### src/rtl/cntr_pkg.sv
// Shared encodings for the up/down counter family.
// Direction and end-of-range mode enums reused by later counter variants.
package cntr_pkg;

   typedef enum logic {
      DIR_UP   = 1'b0,
      DIR_DOWN = 1'b1
   } cntr_dir_e;

   typedef enum logic {
      END_WRAP = 1'b0,
      END_SAT  = 1'b1
   } cntr_end_e;

endpackage

### src/rtl/cntr_ud_mod.sv
// Programmable-modulus up/down counter with load, enable, wrap/saturate.
// Ports: clk, reset (sync, active-high), en, up_down, sat, load, load_val,
//        max_val -> bin_count, tc, at_max, at_min (all registered).
module cntr_ud_mod
   import cntr_pkg::*;
#(
   parameter int unsigned       WIDTH     = 8,
   parameter logic [WIDTH-1:0] RESET_VAL = '0
) (
   input  logic             clk,
   input  logic             reset,
   input  logic             en,
   input  logic             up_down,
   input  logic             sat,
   input  logic             load,
   input  logic [WIDTH-1:0] load_val,
   input  logic [WIDTH-1:0] max_val,
   output logic [WIDTH-1:0] bin_count,
   output logic             tc,
   output logic             at_max,
   output logic             at_min
);

   logic [WIDTH-1:0] count_q, count_d;
   logic             tc_q, tc_d;
   logic             at_max_q, at_max_d;
   logic             at_min_q, at_min_d;
   logic             rst_max, rst_min;
   cntr_dir_e        dir;
   cntr_end_e        mode;

   always_comb begin
      dir      = cntr_dir_e'(up_down);
      mode     = cntr_end_e'(sat);
      count_d  = count_q;
      tc_d     = 1'b0;
      if (load) begin
         count_d = (load_val > max_val) ? max_val : load_val;
      end else if (en) begin
         if (max_val == '0) begin
            // Single-value range: every step lands on the boundary.
            count_d = '0;
            tc_d    = 1'b1;
         end else if (dir == DIR_UP) begin
            if (count_q < max_val) begin
               count_d = count_q + WIDTH'(1);
            end else begin
               tc_d    = 1'b1;
               count_d = (mode == END_SAT) ? max_val : '0;
            end
         end else begin
            if (count_q == '0) begin
               tc_d    = 1'b1;
               count_d = (mode == END_SAT) ? '0 : max_val;
            end else if (count_q > max_val) begin
               // Range shrank below the count: pull back inside.
               count_d = max_val;
            end else begin
               count_d = count_q - WIDTH'(1);
            end
         end
      end
      at_max_d = (count_d >= max_val);
      at_min_d = (count_d == '0);
      rst_max  = (RESET_VAL >= max_val);
      rst_min  = (RESET_VAL == '0);
   end

   always_ff @(posedge clk) begin
      if (reset) begin
         count_q  <= RESET_VAL;
         tc_q     <= 1'b0;
         at_max_q <= rst_max;
         at_min_q <= rst_min;
      end else begin
         count_q  <= count_d;
         tc_q     <= tc_d;
         at_max_q <= at_max_d;
         at_min_q <= at_min_d;
      end
   end

   assign bin_count = count_q;
   assign tc        = tc_q;
   assign at_max    = at_max_q;
   assign at_min    = at_min_q;

endmodule

### config.mk
export PLATFORM = sky130hd
export DESIGN_NAME = cntr_ud_mod
export DESIGN_NICKNAME = d
export VERILOG_FILES = /design/src/rtl/cntr_pkg.sv /design/src/rtl/cntr_ud_mod.sv
export SDC_FILE = /design/constraint.sdc
export NUM_CORES = 1
export LEC_CHECK = 0
export BUFFER_PORTS_ARGS = -buffer_cell sky130_fd_sc_hd__clkbuf_2
export CAP_MARGIN = 20
export CORE_ASPECT_RATIO = 1.1
export CORE_MARGIN = 10
export CORE_UTILIZATION = 45
export CTS_BUF_LIST = sky130_fd_sc_hd__clkbuf_16
export CTS_CLUSTER_DIAMETER = 50
export CTS_CLUSTER_SIZE = 16
export DETAILED_ROUTE_END_ITERATION = 8
export HOLD_SLACK_MARGIN = 0.03
export PLACE_DENSITY = 0.64
export RECOVER_POWER = 50
export SYNTH_ARGS = -nofsm -noshare
export SYNTH_HDL_FRONTEND = slang
export SYNTH_SLANG_ARGS = --single-unit
### constraint.sdc
create_clock -name clk -period 5.4 [get_ports clk]
set_input_delay 0.81 -clock clk [delete_from_list [all_inputs] [get_ports clk]]
set_output_delay 0.81 -clock clk [all_outputs]
set_load 0.05 [all_outputs]
# Word level (Yosys, flattened, before mapping)
# Cells that the tools add are included.
# Widths: inputs -> output; s select.
[totals]
word_cells = 31
input_bits = 22
out_inout_bits = 11
register_bits = 11
[classes]
bitwise = 1
n_mux = 15
reduce_logical = 4
add_sub_neg = 2
magnitude_cmp = 5
[ops]
columns = ["cell", "count"]
rows = [
  ["$mux 8", 10],
  ["$logic_not 8->1", 3],
  ["$gt 8x8->1", 2],
  ["$add 8x1->8 const B", 1],
  ["$ge 1x8->1 const A", 1],
  ["$ge 8x8->1", 1],
  ["$lt 8x8->1", 1],
  ["$sub 8x1->8 const B", 1],
  ["$mux 1", 5],
  ["$reduce_or 3->1", 1],
  ["$not 1->1", 1],
]

# Logic depth before layout (Yosys ltp)
# Gate-level depths: netlist (run 1).
[depth]
depth_word = 9
depth_mapped = 18
mapped_depth_nobuf = 17

# Worst setup path before layout (run 1)
# No wires, ideal clock.
[synth_timing]
path_type = "in2reg"
startpoint = "input port max_val[7]"
endpoint = "register at_max_q, in the netlist at_max"
path_stages = 17
slack_ps = 1390
setup_ps = 119
path_buffers = 0
required_ps = 5281
arrival_time_ps = 3891
cell_sequence = "inv_1 -> ha_1 -> and4_4 -> a21oi_4 -> nand3_2 -> mux2_1 -> a221oi_1 -> a221oi_4 -> ha_1 -> nand2b_1 -> a21o_1 -> a21o_1 -> a21o_1 -> a21o_1 -> a21o_1 -> a21oi_1 -> o21ai_1"
[synth_between]
elab_chain_cells = 9
word_cells_on_any_way = 17
classes_between = "order compare: 5; mux: 11; reduce/logical: 1"
[synth_rtl]
columns = ["element", "line", "rtl"]
rows = [
  ["start, declared", "cntr_ud_mod.sv:17", "input logic [WIDTH-1:0] max_val,"],
  ["$gt 8x8->1", "cntr_ud_mod.sv:55", "end else if (count_q > max_val) begin"],
  ["$mux 8", "cntr_ud_mod.sv:55", ""],
  ["$mux 8", "cntr_ud_mod.sv:52", "if (count_q == '0) begin"],
  ["$mux 8", "cntr_ud_mod.sv:44", "end else if (dir == DIR_UP) begin"],
  ["$mux 8", "cntr_ud_mod.sv:40", "if (max_val == '0) begin"],
  ["$mux 8", "cntr_ud_mod.sv:39", "end else if (en) begin"],
  ["$mux 8", "cntr_ud_mod.sv:37", "if (load) begin"],
  ["$ge 8x8->1", "cntr_ud_mod.sv:63", "at_max_d = (count_d >= max_val);"],
  ["$mux 1 (*)", "cntr_ud_mod.sv:70", "if (reset) begin"],
  ["end signal, assigned", "cntr_ud_mod.sv:73", "at_max_q <= rst_max;"],
  ["end signal, assigned", "cntr_ud_mod.sv:78", "at_max_q <= at_max_d;"],
  ["end, declared", "cntr_ud_mod.sv:26", "logic at_max_q, at_max_d;"],
]
# Mark *: on every way between the ends. The rest lies on a longest branch, timed or not.
# A chain may end at the register's enable or synchronous reset.

# Final worst setup path (run 1)
# Same ends and word-level chain as after synthesis.

==> out/metrics.cfg, run 1 <==
[clocking]
path_clk_slew_ns = 0.05
ctsHoldBuffers = 0
h-tree-depth = 1
cts_tree = yes
clkLatencyLatePin_ns = 0.25
clock_path_buffers = 2
cts_resized = 0
cts-root-buf = clkbuf_16
cts_buffers = 3
post_cts_buffers = 0
clock-sinks = 11

[floorplan]
coreArea_mm2 = 0.00402
num_rows = 24
die_w_um = 82.1
dieArea_mm2 = 0.00726
initial_core_util_pct = 47.5
ios = 33
die_h_um = 88.4

[setup_path]
worstPathRequired_ns = 5.53
crit_type = input port to register
critPathArrivalTime_ns = 4.59
start_kind = input port
critPathCaptureType = register
path_max_fanout = 16

[sta]
fin_skew_ns = 0.00574
slew_viol_final = 0
relSlewSlack_pct = 47.1
tightest_slew_ns = 0.789
setup_viol = 0
period_share_pct = 82.7
rsz0062_at_grt = false
fin_setup_tns_ns = 0
finalHoldViolations = 0
max_freq_mhz = 224
min_period_ns = 4.46

[logic_synthesis]
syn_area_per_cell_um2 = 7.90
syn_area_mm2 = 0.00191
syn_inst = 242
syn_nets = 291
synth_edf_count = 0
ys.flop_type = dfxtp_1
synth.distinct_cells = 54
seq_area_frac_synth_pct = 11.5
yosysWarningCount = 0
async_flop_share_pct = 0
synth-seq-cells = 11

[route]
vias = 1916
drt.antenna.violating_nets = 0
wl_per_cell_um = 18.2
drc = 0
via_per_inst = 6.03
drt_first_iter_violations = 181
drtPass1Iterations = 4
totalWireLength_um = 5790

[pwr]
pwr-share-comb_pct = 52.3
switching_power_uw = 226
swShare_pct = 43.5
p_int_uw = 293
cellPowerDensity_mw_per_mm2 = 242
clock_power_share_pct = 26.8
ir_worst_vdd_mv = 0.201
leakagePower_nw = 0.988
seqPwrFrac_pct = 20.9

[layout]
drive_gt1_share_pct = 17.3
fin_nets = 316
final_util_pct = 53.3
final_cell_mix = ha_1, clkbuf_2, inv_1
syn_to_final_growth_pct = 12.1
layout_commonest_cell = ha_1
diodes = 0

[global_routing]
grt-ovfl-total = 0
antenna_found_initial = 0
grt_pass1_vias = 1982
grt_pass1_wl_um = 9860
grt_usage_pct = 17.0
grt_max_degree = 17

[placement]
post-dp-hpwl_um = 4710
gp_congestion = 0.899
port-buffer-count = 32

[outcome]
outcome = finished clean

[job]
maxCapViolCount = 0

[min_path]
min_path_type = register to register

sequential cells by signal, summed over array words and instances (netlist names):
| signal | cells |
|---|---|
| bin_count | 8 |
| at_min | 1 |
| at_max | 1 |
| tc | 1 |
final timing paths:
path                 from            to  slack, ns  cells past startpoint
max            max_val[7]        at_max       0.94                     18
min          bin_count[1]  bin_count[1]       0.80                      2
max reg2reg  bin_count[4]        at_max       1.16                     16
min reg2reg  bin_count[1]  bin_count[1]       0.80                      2
cell usage after synthesis, drive strengths merged, types with 7 or more instances:
library cell | number | area, um2
dfxtp | 11 | 220
nand2 | 13 | 48.8
a21oi | 19 | 106
buf | 7 | 43.8
o21ai | 10 | 50.1
nor3 | 10 | 50.1
nor2 | 19 | 73.8
a21o | 10 | 75.1
nand2b | 7 | 43.8
inv | 18 | 67.6
nand3 | 7 | 40.0
ha | 27 | 338
xor2 | 7 | 61.3
metal layers:
metal	share of wire, %	routed length (um)	GRT usage [%]	vias up
li1	-	-	-	945
met1	44	2530	21.4	886
met2	48	2770	28.6	79
met3	7.2	418	3.85	6
met4	1.1	62	3.41	0
met5	0	0	0	-
cells by family after synthesis:
family | count (synthesis) | share of synthesized area, %
xor gates and xnor gates | 13 | 5.96
and+or+nand+nor | 80 | 23.3
AOI/OAI and AO/OA | 69 | 28.5
DFF | 11 | 11.5
buffers and inverters | 31 | 7.00
muxes | 11 | 6.09
adders and majority gates | 27 | 17.7
metrics by stage:
stage | instance area (um2) | power [mW] | setup slack (ns) | std cells | hold slack [ns]
2_1_floorplan | 1910 | 0.318 | 1.39 | 242 | 0.927
5_1_grt | 2140 | 0.561 | 0.702 | 318 | 0.895
3_3_place_gp | 2080 | 0.382 | 0.784 | 314 | 0.799
3_5_place_dp | 2080 | 0.380 | 0.759 | 314 | 0.797
6_report | 2140 | 0.519 | 0.936 | 318 | 0.799
4_1_cts | 2160 | 0.522 | 1.01 | 318 | 0.803
power by group through the flow:
stage	sequential [mW]	combinational (mW)	clock (mW)
after floorplan	0.129	0.189	0
after global placement	0.110	0.272	0
after detailed placement	0.110	0.271	0
after CTS	0.108	0.272	0.142
after global routing	0.110	0.305	0.147
final	0.108	0.271	0.139
cell type report:
class | instances | area, um2
Sequential cell | 11 | 220
Inverter | 18 | 67.6
Fill cell | 400 | 1880
Tap cell | 52 | 65.1
Timing Repair Buffer | 33 | 154
Clock inverter | 1 | 3.75
Multi-Input combinational cell | 200 | 1560
Clock buffer | 3 | 75.1
critical path, stage by stage:
cell,delay [ns]
clkbuf_2,0.15
inv_1,0.11
ha_1,0.33
and4_4,0.23
a21oi_4,0.18
nand3_2,0.30
mux2_1,0.40
a221oi_1,0.44
a221oi_4,0.13
ha_1,0.29
nand2b_1,0.15
a21o_1,0.18
a21o_1,0.17
a21o_1,0.17
a21o_1,0.17
a21o_1,0.17
a21oi_1,0.15
o21ai_1,0.08
Power figures use the tool's default switching activity.
==> run 2: changes to the inputs <==
- ABC_AREA: unset -> 1
- PLACE_DENSITY: 0.64 -> 0.67
- clock period: 5.4 -> 3.75 ns (I/O delays scaled with it)
==> run 2 against run 1 <==
Against the previous run: die area up 1.7%; first-iteration DRC count fell by 28%; critical path type unchanged; combinational power rose by 37%.
==> out/metrics.cfg, run 2 <==
[job]
maxCapViolCount = 0  ; unchanged

[layout]
layout_commonest_cell = nand2_1
layout.cells.non_filler = 409  ; +29%
final_cell_mix = nand2_1, inv_1, nor2_1, nand3_1, ha_1
syn_to_final_growth_pct = 12.9
fin_nets = 405  ; +28%
largest_reg_flops = 8  ; unchanged
fillCellCount = 475  ; +19%
diodes = 0  ; unchanged
drive_gt1_share_pct = 13.8  ; -3.5 points
design_area_mm2 = 0.00220  ; +2.9%

[route]
drtPass1Iterations = 4  ; unchanged
vias = 2136  ; +11%
totalWireLength_um = 5870  ; +1.5%
via_per_inst = 5.22  ; -13%
drt.antenna.violating_nets = 0  ; unchanged
drc = 0  ; unchanged
drt_first_iter_violations = 131  ; -28%
wl_per_cell_um = 14.3  ; -21%

[clocking]
path_clk_slew_ns = 0.04  ; about the same
cts_buffers = 3  ; unchanged
clock-sinks = 11  ; unchanged
clock_path_buffers = 2  ; unchanged
post_cts_buffers = 0  ; unchanged
ctsHoldBuffers = 0  ; unchanged
cts_tree = yes
h-tree-depth = 1  ; unchanged
cts-root-buf = clkbuf_16
clkLatencyLatePin_ns = 0.24  ; about the same
cts_resized = 0  ; unchanged

[pwr]
swShare_pct = 45.6  ; +2.1 points
ir_worst_vdd_mv = 0.193  ; -4.0%
p_int_uw = 390  ; +33%
clock_power_share_pct = 26.7  ; about the same
leakagePower_nw = 1.17  ; +19%
seqPwrFrac_pct = 21.6  ; +0.7 points
cellPowerDensity_mw_per_mm2 = 325  ; +34%
switching_power_uw = 327  ; +45%
power_uw = 717  ; +38%
pwr-share-comb_pct = 51.7  ; -0.6 points

[sta]
min_period_ns = 3.08
tightest_slew_ns = 0.603  ; -0.187 ns
setup_viol = 0  ; unchanged
period_share_pct = 82.2
fin_skew_ns = 0.00402  ; -0.00172 ns
relSlewSlack_pct = 60.0  ; +13 points
finalHoldViolations = 0  ; unchanged
slew_viol_final = 0  ; unchanged
fin_setup_tns_ns = 0  ; unchanged
rsz0062_at_grt = false
finalWorstSetupSlack_ns = 0.666  ; -0.270 ns
max_freq_mhz = 324

[logic_synthesis]
syn_nets = 376  ; +29%
yosysTopAreaCell = nand2_1
synth_compound_area_share_pct = 10.5  ; -18 points
synthMuxAreaShare_pct = 0  ; -6.1 points
syn_inst = 327  ; +35%
seq_area_frac_synth_pct = 11.3  ; -0.24 points
yosysMostFrequentCell = nand2_1
synthAdderAreaFrac_pct = 17.3  ; -0.37 points
syn_area_mm2 = 0.00195  ; +2.2%
yosysWarningCount = 0  ; unchanged
synth_xor_area_share_pct = 4.93  ; -1.0 points
synth-seq-cells = 11  ; unchanged
synth_top_area_share_pct = 17.5  ; -0.18 points
synth_top_family_by_area = simple AND/OR/NAND/NOR gates
async_flop_share_pct = 0  ; unchanged
synth.distinct_cells = 33  ; -39%
synth_edf_count = 0  ; unchanged
synth_area_leaders = nand2_1, ha_1, dfxtp_1, nand3_1, nor2_1
yosys.area_share.simple_pct = 45.8  ; +23 points
syn_area_per_cell_um2 = 5.97  ; -24%
ys.flop_type = dfxtp_1
synthTopCellsByCount = nand2_1, nand3_1, nor2_1

[placement]
placed_cell_area_mm2 = 0.00214  ; +3.0%
place_ws_ns = 0.439  ; -0.320 ns
placedCellCount = 405  ; +29%
gp_congestion = 0.868  ; -3.4%
post-dp-hpwl_um = 4700  ; -0.16%
port-buffer-count = 32  ; unchanged

[global_routing]
grt_pass1_vias = 2015  ; +1.7%
grt_pass1_wl_um = 9560  ; -3.0%
grt-ovfl-total = 0  ; unchanged
grt_max_degree = 17  ; unchanged
antenna_found_initial = 0  ; unchanged
grt_usage_pct = 15.4  ; -1.6 points

[setup_path]
critPathCaptureType = register
path_max_fanout = 14  ; -2
path_cells = clkbuf_2 -> inv_1 -> ha_1 -> nand2_1 -> nand2_1 -> nand2_1 -> nand2_1 -> nand2_2 -> nand2_4 -> nand2_4 -> inv_2 -> nand2_1 -> nand3_1 -> nand2_1 -> nand2_1 -> nand2_1 -> inv_1 -> ha_1 -> a21oi_1 -> o21ai_0 -> nand2_1 -> o2111ai_1 -> nand2_1 -> nand2_1
rr_worst_depth = 20  ; +4
reg2reg_from = bin_count[5]
crit_type = input port to register
slowest_stage = ha_1
critPathArrivalTime_ns = 3.22  ; -1.37 ns
start_kind = input port
rr_endpoint = at_max
worstPathRequired_ns = 3.88  ; -1.65 ns
path_common_cell = nand2_1
timing.critical_path.from = max_val[1]
cpPeakStageDelay_ns = 0.37  ; -0.07 ns
ff2ff_setup_slack_ns = 0.74  ; -0.42 ns

[floorplan]
num_rows = 25  ; +4.2%
die_w_um = 82.8  ; +0.82%
ios = 33  ; unchanged
coreArea_mm2 = 0.00425  ; +5.7%
initial_core_util_pct = 45.9  ; -1.6 points
die_h_um = 89.1  ; +0.83%
dieArea_mm2 = 0.00738  ; +1.7%

[min_path]
min_path_type = input port to register
hold_end = bin_count[0]
whs_path_depth = 2  ; unchanged
worstHoldStart = reset

[outcome]
outcome = finished clean

==> run 2: changes by cell type in the layout (fill, tap and decap cells not counted), sizes merged, moves of 8 or more <==
cell	before	now
nand2	13	98
nand3	7	38
nor2	19	44
inv	19	41
a21o	10	1
nor3	10	2
==> run 2: logic make-up (layout without fill, tap and decap cells) <==
logic type      Yosys count  in the layout
flops                    11             11
buf+inv                  50             78
simple gates            191            191
compound gates           37             37
xor+xnor                 11             11
fa+ha+maj                27             27
==> run 2: worst max-delay path, delay by kind of cell <==
kind / cells / cell delay, ns
and+or+nand+nor: 15 / 1.26
adders and majority gates: 2 / 0.65
buffers and inverters: 4 / 0.41
AOI/OAI and AO/OA: 3 / 0.35
==> run 2: worst max path at each step <==
| stage | depth (start not counted) | end | slack, ns |
|---|---|---|---|
| after floorplan | 21 | at_max | 0.89 |
| after global placement | 18 | at_max | 0.47 |
| after detailed placement | 18 | at_max | 0.44 |
| after CTS | 18 | at_max | 0.65 |
| after global routing | 18 | at_max | 0.33 |
| final | 24 | at_max | 0.67 |
==> run 2: cell type report <==
class / instances / area, um2 / share of cell area [%]
inverter: 42 / 158 / 7.15
sequential: 11 / 220 / 9.99
multi-input combinational: 266 / 1530 / 69.6
timing repair buffer: 32 / 146 / 6.64
clock buffer: 3 / 75.1 / 3.41
clock inverter: 1 / 3.75 / 0.170
tap: 54 / 67.6 / 3.06
==> run 2: power groups by stage <==
stage	sequential, mW	combinational, mW	clock (mW)
2_1_floorplan	0.184	0.255	0
3_3_place_gp	0.157	0.367	0
3_5_place_dp	0.157	0.370	0
4_1_cts	0.155	0.373	0.195
5_1_grt	0.157	0.420	0.199
6_report	0.155	0.371	0.191
==> run 2: metal layers <==
layer,up-vias,track usage [%],part of all wire [%]
li1,1117,-,-
met1,961,18.1,46
met2,49,28.8,49
met3,9,1.09,3.4
met4,0,5.57,1.8
met5,-,0,0
==> run 2: stage by stage <==
step | hold slack, ns | util [%]
final | 0.675 | 51.8
after global routing | 0.686 | 51.8
after global placement | 0.778 | 50.3
after CTS | 0.667 | 52.1
after floorplan | 0.646 | -
after detailed placement | 0.776 | 50.3
